===== src/rtl/mem_arbiter_pkg.sv =====
`default_nettype none
// ============================================================================
//  Module   : mem_arbiter_pkg
//  Purpose  : Shared types and defaults for the fetch/data memory arbiter.
//             Holds the controller state encoding, the owner encoding and
//             the default RAM address/data widths.
//  Revision : 1.0  initial release
// ============================================================================
package mem_arbiter_pkg;

  localparam int ADDR_W_DEF = 16;
  localparam int DATA_W_DEF = 32;

  // Controller states: at most one RAM transaction in flight.
  typedef enum logic [1:0] {
    IDLE = 2'd0,
    CMD  = 2'd1,
    WAIT = 2'd2
  } state_e;

  // Which requester owns the current RAM transaction.
  typedef enum logic [0:0] {
    OWN_F = 1'b0,
    OWN_D = 1'b1
  } owner_e;

endpackage
`default_nettype wire


===== src/rtl/mem_arb_pick.sv =====
`default_nettype none
// ============================================================================
//  Module   : mem_arb_pick
//  Purpose  : Pure combinational winner select between fetch and data
//             requesters. With RR_EN=0 data always wins a collision; with
//             RR_EN=1 the requester not granted last wins. The round-robin
//             pointer itself lives in the parent.
//  Revision : 1.0  initial release
// ============================================================================
module mem_arb_pick
  import mem_arbiter_pkg::*;
#(
  parameter bit RR_EN = 1'b0
) (
  input  logic   f_req_i,
  input  logic   d_req_i,
  input  owner_e last_i,
  output logic   valid_o,
  output owner_e winner_o
);

  logic w_prefer_d;

  // Collision policy and winner select.
  always_comb begin
    w_prefer_d = RR_EN ? (last_i == OWN_F) : 1'b1;
    valid_o    = f_req_i | d_req_i;
    winner_o   = (d_req_i && (!f_req_i || w_prefer_d)) ? OWN_D : OWN_F;
  end

endmodule
`default_nettype wire


===== src/rtl/mem_arbiter.sv =====
`default_nettype none
// ============================================================================
//  Module   : mem_arbiter
//  Purpose  : Shares one RAM port between a fetch unit (read only) and a
//             load/store unit. IDLE arbitrates, CMD holds the command until
//             the RAM accepts it, WAIT collects the read data/completion.
//             Define MEM_ARB_RR_EN for round-robin collision handling;
//             otherwise the data requester has fixed priority.
//  Revision : 1.0  initial release
// ============================================================================
module mem_arbiter
  import mem_arbiter_pkg::*;
#(
  parameter int ADDR_W = ADDR_W_DEF,
  parameter int DATA_W = DATA_W_DEF
) (
  input  logic              clk,
  input  logic              rst_n,
  // fetch requester
  input  logic              f_req,
  input  logic [ADDR_W-1:0] f_addr,
  output logic              f_cack,
  output logic              f_data_ready,
  output logic [DATA_W-1:0] f_data,
  // load/store requester
  input  logic              d_req,
  input  logic              d_we,
  input  logic [ADDR_W-1:0] d_addr,
  input  logic [DATA_W-1:0] d_wdata,
  output logic              d_cack,
  output logic              d_data_ready,
  output logic [DATA_W-1:0] d_data,
  // shared RAM
  output logic              ram_read,
  output logic              ram_write,
  output logic [ADDR_W-1:0] ram_addr,
  output logic [DATA_W-1:0] ram_wdata,
  input  logic              ram_busy,
  input  logic              ram_cack,
  input  logic              ram_data_ready,
  input  logic [DATA_W-1:0] ram_data
);

  state_e            state_q, state_d;
  owner_e            owner_q, owner_d;
  logic              we_q, we_d;
  logic              ram_read_q, ram_read_d;
  logic              ram_write_q, ram_write_d;
  logic [ADDR_W-1:0] ram_addr_q, ram_addr_d;
  logic [DATA_W-1:0] ram_wdata_q, ram_wdata_d;
  logic [DATA_W-1:0] f_data_q, f_data_d;
  logic [DATA_W-1:0] d_data_q, d_data_d;
  logic              f_cack_q, f_cack_d;
  logic              d_cack_q, d_cack_d;
  logic              f_rdy_q, f_rdy_d;
  logic              d_rdy_q, d_rdy_d;

  logic              w_req_any;
  owner_e            w_winner;
  owner_e            w_last;
  logic              w_grant;
  logic              w_accept;
  logic              w_done;

`ifdef MEM_ARB_RR_EN
  localparam bit RR_EN = 1'b1;
  owner_e last_q;

  // Round-robin pointer: remembers who received the most recent grant.
  always_ff @(posedge clk) begin
    if (!rst_n)       last_q <= OWN_F;
    else if (w_grant) last_q <= w_winner;
  end

  assign w_last = last_q;
`else
  localparam bit RR_EN = 1'b0;
  assign w_last = OWN_F;
`endif

  mem_arb_pick #(
    .RR_EN (RR_EN)
  ) u_pick (
    .f_req_i  (f_req),
    .d_req_i  (d_req),
    .last_i   (w_last),
    .valid_o  (w_req_any),
    .winner_o (w_winner)
  );

  // A grant only happens from IDLE with the RAM free; completion may coincide with accept.
  assign w_grant  = (state_q == IDLE) && w_req_any && !ram_busy;
  assign w_accept = (state_q == CMD) && ram_cack;
  assign w_done   = ((state_q == CMD) && ram_cack && ram_data_ready) ||
                    ((state_q == WAIT) && ram_data_ready);

  // Next-state, command latch and one-cycle owner pulses.
  always_comb begin
    state_d     = state_q;
    owner_d     = owner_q;
    we_d        = we_q;
    ram_read_d  = ram_read_q;
    ram_write_d = ram_write_q;
    ram_addr_d  = ram_addr_q;
    ram_wdata_d = ram_wdata_q;
    f_data_d    = f_data_q;
    d_data_d    = d_data_q;
    f_cack_d    = 1'b0;
    d_cack_d    = 1'b0;
    f_rdy_d     = 1'b0;
    d_rdy_d     = 1'b0;

    case (state_q)
      IDLE: begin
        if (w_grant) begin
          owner_d = w_winner;
          if (w_winner == OWN_D) begin
            ram_addr_d  = d_addr;
            ram_wdata_d = d_wdata;
            we_d        = d_we;
          end else begin
            ram_addr_d  = f_addr;
            ram_wdata_d = '0;
            we_d        = 1'b0;
          end
          ram_read_d  = !we_d;
          ram_write_d = we_d;
          state_d     = CMD;
        end
      end
      CMD: begin
        if (ram_cack) state_d = ram_data_ready ? IDLE : WAIT;
      end
      WAIT: begin
        if (ram_data_ready) state_d = IDLE;
      end
      default: state_d = IDLE;
    endcase

    if (w_accept) begin
      ram_read_d  = 1'b0;
      ram_write_d = 1'b0;
      f_cack_d    = (owner_q == OWN_F);
      d_cack_d    = (owner_q == OWN_D);
    end

    // Writes signal completion but leave the requester's read data untouched.
    if (w_done) begin
      f_rdy_d = (owner_q == OWN_F);
      d_rdy_d = (owner_q == OWN_D);
      if (!we_q) begin
        if (owner_q == OWN_F) f_data_d = ram_data;
        else                  d_data_d = ram_data;
      end
    end
  end

  // State and output registers; reset abandons any transaction in flight.
  always_ff @(posedge clk) begin
    if (!rst_n) begin
      state_q     <= IDLE;
      owner_q     <= OWN_F;
      we_q        <= 1'b0;
      ram_read_q  <= 1'b0;
      ram_write_q <= 1'b0;
      ram_addr_q  <= '0;
      ram_wdata_q <= '0;
      f_data_q    <= '0;
      d_data_q    <= '0;
      f_cack_q    <= 1'b0;
      d_cack_q    <= 1'b0;
      f_rdy_q     <= 1'b0;
      d_rdy_q     <= 1'b0;
    end else begin
      state_q     <= state_d;
      owner_q     <= owner_d;
      we_q        <= we_d;
      ram_read_q  <= ram_read_d;
      ram_write_q <= ram_write_d;
      ram_addr_q  <= ram_addr_d;
      ram_wdata_q <= ram_wdata_d;
      f_data_q    <= f_data_d;
      d_data_q    <= d_data_d;
      f_cack_q    <= f_cack_d;
      d_cack_q    <= d_cack_d;
      f_rdy_q     <= f_rdy_d;
      d_rdy_q     <= d_rdy_d;
    end
  end

  assign ram_read     = ram_read_q;
  assign ram_write    = ram_write_q;
  assign ram_addr     = ram_addr_q;
  assign ram_wdata    = ram_wdata_q;
  assign f_cack       = f_cack_q;
  assign d_cack       = d_cack_q;
  assign f_data_ready = f_rdy_q;
  assign d_data_ready = d_rdy_q;
  assign f_data       = f_data_q;
  assign d_data       = d_data_q;

endmodule
`default_nettype wire


===== config.mk =====
export PLATFORM = sky130hd
export DESIGN_NAME = mem_arbiter
export DESIGN_NICKNAME = d
export VERILOG_FILES = /design/src/rtl/mem_arbiter_pkg.sv /design/src/rtl/mem_arb_pick.sv /design/src/rtl/mem_arbiter.sv
export SDC_FILE = /design/constraint.sdc
export NUM_CORES = 1
export LEC_CHECK = 0
export BUFFER_PORTS_ARGS = -buffer_cell sky130_fd_sc_hd__buf_2
export CAP_MARGIN = 10
export CORE_ASPECT_RATIO = 1.5
export CORE_MARGIN = 1
export CORE_UTILIZATION = 40
export DETAILED_ROUTE_END_ITERATION = 6
export GPL_TIMING_DRIVEN = 0
export PLACE_DENSITY = 0.74
export SYNTH_ARGS = -nofsm -noshare
export SYNTH_HDL_FRONTEND = slang
export SYNTH_HIERARCHICAL = 1
export SYNTH_SLANG_ARGS = --single-unit

===== constraint.sdc =====
create_clock -name clk -period 4 [get_ports clk]
set_clock_uncertainty 0.15 [all_clocks]
set_input_delay 0.8 -clock clk [delete_from_list [all_inputs] [get_ports clk]]
set_output_delay 0.8 -clock clk [all_outputs]
set_load 0.01 [all_outputs]

==> results of run 1 <==
-- worst max-delay path, cell delays in order --
cell and delay [ns]:
sky130_fd_sc_hd__buf_2 0.10, sky130_fd_sc_hd__or2_1 0.23, sky130_fd_sc_hd__or4b_1 0.16, sky130_fd_sc_hd__clkbuf_1 0.30, sky130_fd_sc_hd__clkbuf_1 0.43, sky130_fd_sc_hd__nand2_1 0.10, sky130_fd_sc_hd__a21oi_1 0.13
-- layer usage --
metal	up-vias	global-route usage	routed length (µm)
met5	-	0	0
met4	0	0.0988	374
met3	30	0.0652	999
met2	213	0.421	7880
met1	2419	0.262	6130
li1	2539	-	-
-- final timing paths --
path,endpoint,slack [ns],cells past startpoint
setup / recovery,ram_wdata[21],1.92,7
hold / removal,ram_wdata[26],0.30,2
setup reg to reg,f_data[18],2.03,5
hold reg to reg,ram_wdata[26],0.30,2
-- state kept, by name, indices dropped and copies added, names as in the netlist --
name          flops
d_data           32
f_data           32
owner_q           1
d_cack            1
ram_write         1
ram_wdata        32
we_q              1
ram_read          1
state_q           2
ram_addr         16
d_data_ready      1
f_cack            1
f_data_ready      1
-- stage by stage --
stage	cell area, µm²	std cells
2_1_floorplan	5020	582
3_3_place_gp	6310	955
3_5_place_dp	6310	955
4_1_cts	6960	987
5_1_grt	6960	987
6_report	6960	987
-- final cells by class --
| class | count | area, µm² | share of cell area |
|---|---|---|---|
| buffer | 63 | 277 | 0.0398 |
| clock buffer | 21 | 480 | 0.0691 |
| clock inverter | 11 | 166 | 0.0239 |
| inverter | 1 | 3.75 | 0.000540 |
| multi-input combinational | 396 | 2290 | 0.330 |
| sequential | 122 | 2440 | 0.351 |
| tap | 153 | 191 | 0.0275 |
| timing repair buffer | 220 | 1100 | 0.158 |
-- power by group through the flow --
stage	Clock [mW]	Sequential (mW)	Combinational [mW]
6_report	1.66	1.30	0.346
5_1_grt	1.74	1.30	0.381
4_1_cts	1.68	1.30	0.347
2_1_floorplan	0	1.34	0.164
3_5_place_dp	0	1.32	0.346
3_3_place_gp	0	1.32	0.343
==> flow_metrics.env, run 1 <==
export IMPL_setup_worst_path_end_class="register"
export IMPL_maxSlewHeadroom=0.549
export IMPL_clk_path_buf_depth=2
export IMPL_fp_row_count=49
export IMPL_power_leakage_nw=3.00
export IMPL_mappedNetlistNets=686
export IMPL_drt_wl_total_um=15400
export IMPL_drive_above_1_share=0.325
export IMPL_number_of_fill_cells=1096
export IMPL_critical_path_reg2reg_startpoint="we_q"
export IMPL_per_instance_average_area_after_synthesis_um2=8.62
export IMPL_start_kind="input pin"
export IMPL_maxClockFrequency_mhz=482
export IMPL_layout_core_utilization=0.576
export IMPL_insertion_delay_ns=0.41
export IMPL_floorplan_die_width_um=93.4
export IMPL_layout_min_cycle_time_ns=2.08
export IMPL_layout_commonest_cell="sky130_fd_sc_hd__buf_2"
export IMPL_floorplan_initialDensity=0.415
export IMPL_flow_area_growth_from_synthesis_pct=38.7
export IMPL_die_area_um2=13000
export IMPL_clock_sinks=122
export IMPL_run_status="finished clean"
export IMPL_final_layout_setup_total_negative_slack_ns=0
export IMPL_routed_via_count=5201
export IMPL_cts_repair_timing_setup_buffer_count=0
export IMPL_power_sequential_fraction=0.392
export IMPL_detailedPlacementHpwl_um=11300
export IMPL_routed_wire_length_per_instance_um=15.6
export IMPL_whs_ns=0.297
export IMPL_cap_violations=0
export IMPL_pre_cts_slack_ns=1.49
export IMPL_floorplan_io_pins=222
export IMPL_ys_warnings_count=6
export IMPL_hold_viol=0
export IMPL_min_path_type="reg2reg"
export IMPL_first_pass_grt_wire_length_um=24500
export IMPL_p_clk_frac=0.503
export IMPL_tightest_slew_ns=0.676
export IMPL_critPathArrivalTime_ns=2.26
export IMPL_gr_total_overflow=0
export IMPL_power_combinational_fraction=0.105
export IMPL_cts_htree_levels=4
export IMPL_core_region_area_um2=12100
export IMPL_design_final_nets=925
export IMPL_drt_first_iter_violations=154
export IMPL_layout_cells_most_common_list="231 x sky130_fd_sc_hd__buf_2, 122 x sky130_fd_sc_hd__dfxtp_1, 101 x sky130_fd_sc_hd__nand2_1"
export IMPL_worst_endpoint_required_ns=4.18
export IMPL_critPathMaxFanout=10
export IMPL_postCtsResizedCells=0
export IMPL_timing_max_transition_violations_final=0
export IMPL_tritoncts_clock_tree="done"
export IMPL_vdd_drop_max_mv=0.277
export IMPL_grt_start_max_net_pins=17
export IMPL_switching_share=0.241
export IMPL_holdCritStartpoint="ram_wdata[26]"
export IMPL_crit_path_start="d_req"
export IMPL_cts_hold_repair_buffers=0
export IMPL_buffer_ports_inserted=220
export IMPL_rsz0062_at_grt="no"
export IMPL_timing_setup_critical_path_class="in2reg"
export IMPL_p_total_mw=3.31
export IMPL_routabilityCongestion=0.795
export IMPL_grt_util_all_layers=0.237
export IMPL_clkTransAtPathRegs_ns=0.06
export IMPL_n_antenna_cell=0
export IMPL_antenna_violating_nets_post_route=0
export IMPL_postSynthCellCount=582
export IMPL_floorplan_die_height_um=139
export IMPL_drt_pass1_iter_count=4
export IMPL_finalSetupViolCount=0
export IMPL_synth_cell_area_um2=5020
export IMPL_tritoncts_num_buffers=17
export IMPL_routed_via_density=5.27
export IMPL_drc_errors=0
export IMPL_first_global_vias=5070
export IMPL_total_switching_power_uw=797
export IMPL_initial_antenna_violation_count=0
export IMPL_layout_setup_ws_ns=1.92
export IMPL_intPower_mw=2.51
export IMPL_clock_root_buffer="sky130_fd_sc_hd__clkbuf_16"
export IMPL_final_period_utilization=0.519
export IMPL_power_density_nw_per_um2=475
Power figures use the tool's default switching activity.
==> run 2: changes to the inputs <==
--- a/config.mk
+++ b/config.mk
@@ -5,6 +5,7 @@
 export SDC_FILE = /design/constraint.sdc
 export NUM_CORES = 1
 export LEC_CHECK = 0
+export ABC_AREA = 1
 export BUFFER_PORTS_ARGS = -buffer_cell sky130_fd_sc_hd__buf_2
 export CAP_MARGIN = 10
 export CORE_ASPECT_RATIO = 1.5
@@ -12,7 +13,7 @@
 export CORE_UTILIZATION = 40
 export DETAILED_ROUTE_END_ITERATION = 6
 export GPL_TIMING_DRIVEN = 0
-export PLACE_DENSITY = 0.74
+export PLACE_DENSITY = 0.77
 export SYNTH_ARGS = -nofsm -noshare
 export SYNTH_HDL_FRONTEND = slang
 export SYNTH_HIERARCHICAL = 1
==> constraint.sdc (replaced) <==
create_clock -name clk -period 1.78 [get_ports clk]
set_clock_uncertainty 0.15 [all_clocks]
set_input_delay 0.356 -clock clk [delete_from_list [all_inputs] [get_ports clk]]
set_output_delay 0.356 -clock clk [all_outputs]
set_load 0.01 [all_outputs]
==> flow_metrics.env, run 2 <==
export IMPL_grt_start_max_net_pins=17
export IMPL_timing_setup_critical_path_class="reg2reg"
export IMPL_run_status="finished clean"
export IMPL_maxClockFrequency_mhz=616
export IMPL_maxSlewHeadroom=0.597
export IMPL_power_leakage_nw=3.57
export IMPL_routed_via_count=5207
export IMPL_hold_path_depth=3
export IMPL_number_of_fill_cells=1245
export IMPL_drt_first_iter_violations=170
export IMPL_worst_hold_path_endpoint="ram_wdata[30]"
export IMPL_drc_errors=0
export IMPL_whs_ns=0.0420
export IMPL_finalSetupViolCount=0
export IMPL_flow_area_growth_from_synthesis_pct=36.1
export IMPL_start_kind="register"
export IMPL_timing_max_transition_violations_final=0
export IMPL_core_region_area_um2=12500
export IMPL_grt_util_all_layers=0.225
export IMPL_floorplan_die_width_um=94.4
export IMPL_critPathArrivalTime_ns=1.74
export IMPL_insertion_delay_ns=0.40
export IMPL_routed_via_density=4.61
export IMPL_met1_usage=0.237
export IMPL_rsz0062_at_grt="no"
export IMPL_initial_antenna_violation_count=1
export IMPL_postCtsResizedCells=0
export IMPL_clock_sinks=122
export IMPL_critical_path_reg2reg_startpoint="owner_q"
export IMPL_routabilityCongestion=0.842
export IMPL_first_global_vias=4950
export IMPL_tightest_slew_ns=0.604
export IMPL_final_period_utilization=0.912
export IMPL_drt_pass1_iter_count=4
export IMPL_cap_violations=0
export IMPL_die_area_um2=13300
export IMPL_hold_viol=0
export IMPL_power_density_nw_per_um2=989
export IMPL_tritoncts_clock_tree="done"
export IMPL_detailedPlacementHpwl_um=11100
export IMPL_mappedNetlistNets=826
export IMPL_vdd_drop_max_mv=0.589
export IMPL_cts_htree_levels=4
export IMPL_routed_wire_length_per_instance_um=12.9
export IMPL_holdCritStartpoint="d_wdata[30]"
export IMPL_layout_cells_most_common_list="231 x sky130_fd_sc_hd__buf_2, 216 x sky130_fd_sc_hd__nand2_1, 122 x sky130_fd_sc_hd__dfxtp_1"
export IMPL_clkTransAtPathRegs_ns=0.05
export IMPL_fp_row_count=50
export IMPL_drt_wl_total_um=14500
export IMPL_postSynthCellCount=722
export IMPL_antenna_violating_nets_post_route=0
export IMPL_register_to_register_path_depth=6
export IMPL_clock_root_buffer="sky130_fd_sc_hd__clkbuf_16"
export IMPL_floorplan_io_pins=222
export IMPL_floorplan_initialDensity=0.410
export IMPL_critPathMaxFanout=10
export IMPL_design_final_nets=1065
export IMPL_buffer_ports_inserted=220
export IMPL_floorplan_die_height_um=141
export IMPL_destination_of_the_worst_register_to_register_timing_path="d_data[7]"
export IMPL_cts_repair_timing_setup_buffer_count=0
export IMPL_setup_reg_to_reg_worst_slack_ns=0.16
export IMPL_drive_above_1_share=0.293
export IMPL_setup_worst_path_end_class="register"
export IMPL_clk_path_buf_depth=2
export IMPL_grt_busiest_layer="met2"
export IMPL_gr_total_overflow=0
export IMPL_min_path_type="in2reg"
export IMPL_final_layout_setup_total_negative_slack_ns=0
export IMPL_per_instance_average_area_after_synthesis_um2=7.10
export IMPL_cts_hold_repair_buffers=0
export IMPL_grt_util_met3=0.0518
export IMPL_first_pass_grt_wire_length_um=23300
export IMPL_synth_cell_area_um2=5130
export IMPL_layout_min_cycle_time_ns=1.62
export IMPL_tritoncts_num_buffers=17
export IMPL_grtUsageMet2=0.409
export IMPL_worst_endpoint_required_ns=1.90
export IMPL_layout_commonest_cell="sky130_fd_sc_hd__buf_2"
export IMPL_ys_warnings_count=6
==> run 2: worst max-delay path: stages (launching register included) <==
cell and delay, ns:
sky130_fd_sc_hd__dfxtp_1 0.35, sky130_fd_sc_hd__inv_2 0.12, sky130_fd_sc_hd__nor2_2 0.27, sky130_fd_sc_hd__nand2_1 0.25
sky130_fd_sc_hd__buf_6 0.21, sky130_fd_sc_hd__nand2_1 0.08, sky130_fd_sc_hd__a21oi_1 0.06
==> run 2: final cells by class <==
cell class | instances | area, µm² | share of cell area
Multi-Input combinational cell | 447 | 1980 | 0.284
Tap cell | 156 | 195 | 0.0280
Clock inverter | 9 | 100 | 0.0143
Timing Repair Buffer | 220 | 1100 | 0.158
Sequential cell | 122 | 2440 | 0.350
Buffer | 48 | 310 | 0.0445
Antenna cell | 1 | 2.50 | 0.000359
Clock buffer | 21 | 450 | 0.0646
Inverter | 105 | 394 | 0.0565
==> run 2: per-layer routing <==
metal,share of wire,vias up
met1,0.38,2278
li1,-,2714
met3,0.047,36
met2,0.53,179
met4,0.033,0
met5,0,-
==> run 2: worst max path at each step <==
stage,slack [ns],to,start,cells past startpoint
floorplan,0.40,ram_addr[10],d_req,8
global placement,0.07,ram_wdata[10],rst_n,5
detailed placement,0.03,ram_wdata[11],rst_n,5
CTS,0.13,d_data[7],owner_q,6
global route,0.06,d_data[28],owner_q,6
finish,0.16,d_data[7],owner_q,6
==> run 2: power breakdown <==
| group | switching [mW] | internal (mW) | total, mW | leakage, nW |
|---|---|---|---|---|
| Combinational | 0.463 | 0.306 | 0.769 | 2.31 |
| Clock | 1.18 | 2.07 | 3.24 | 0.268 |
| Sequential | 0.0531 | 2.84 | 2.89 | 0.991 |
| Total | 1.69 | 5.21 | 6.90 | 3.57 |
==> run 2: metrics by stage <==
stage / instances / power [mW] / util / instance area, µm² / setup WS, ns
2_1_floorplan: 722 / 3.38 / - / 5130 / 0.395
3_3_place_gp: 1098 / 3.71 / 0.513 / 6420 / 0.0723
3_5_place_dp: 1098 / 3.72 / 0.513 / 6420 / 0.0349
4_1_cts: 1128 / 6.96 / 0.557 / 6970 / 0.126
5_1_grt: 1129 / 7.19 / 0.558 / 6980 / 0.0587
6_report: 1129 / 6.90 / 0.558 / 6980 / 0.156
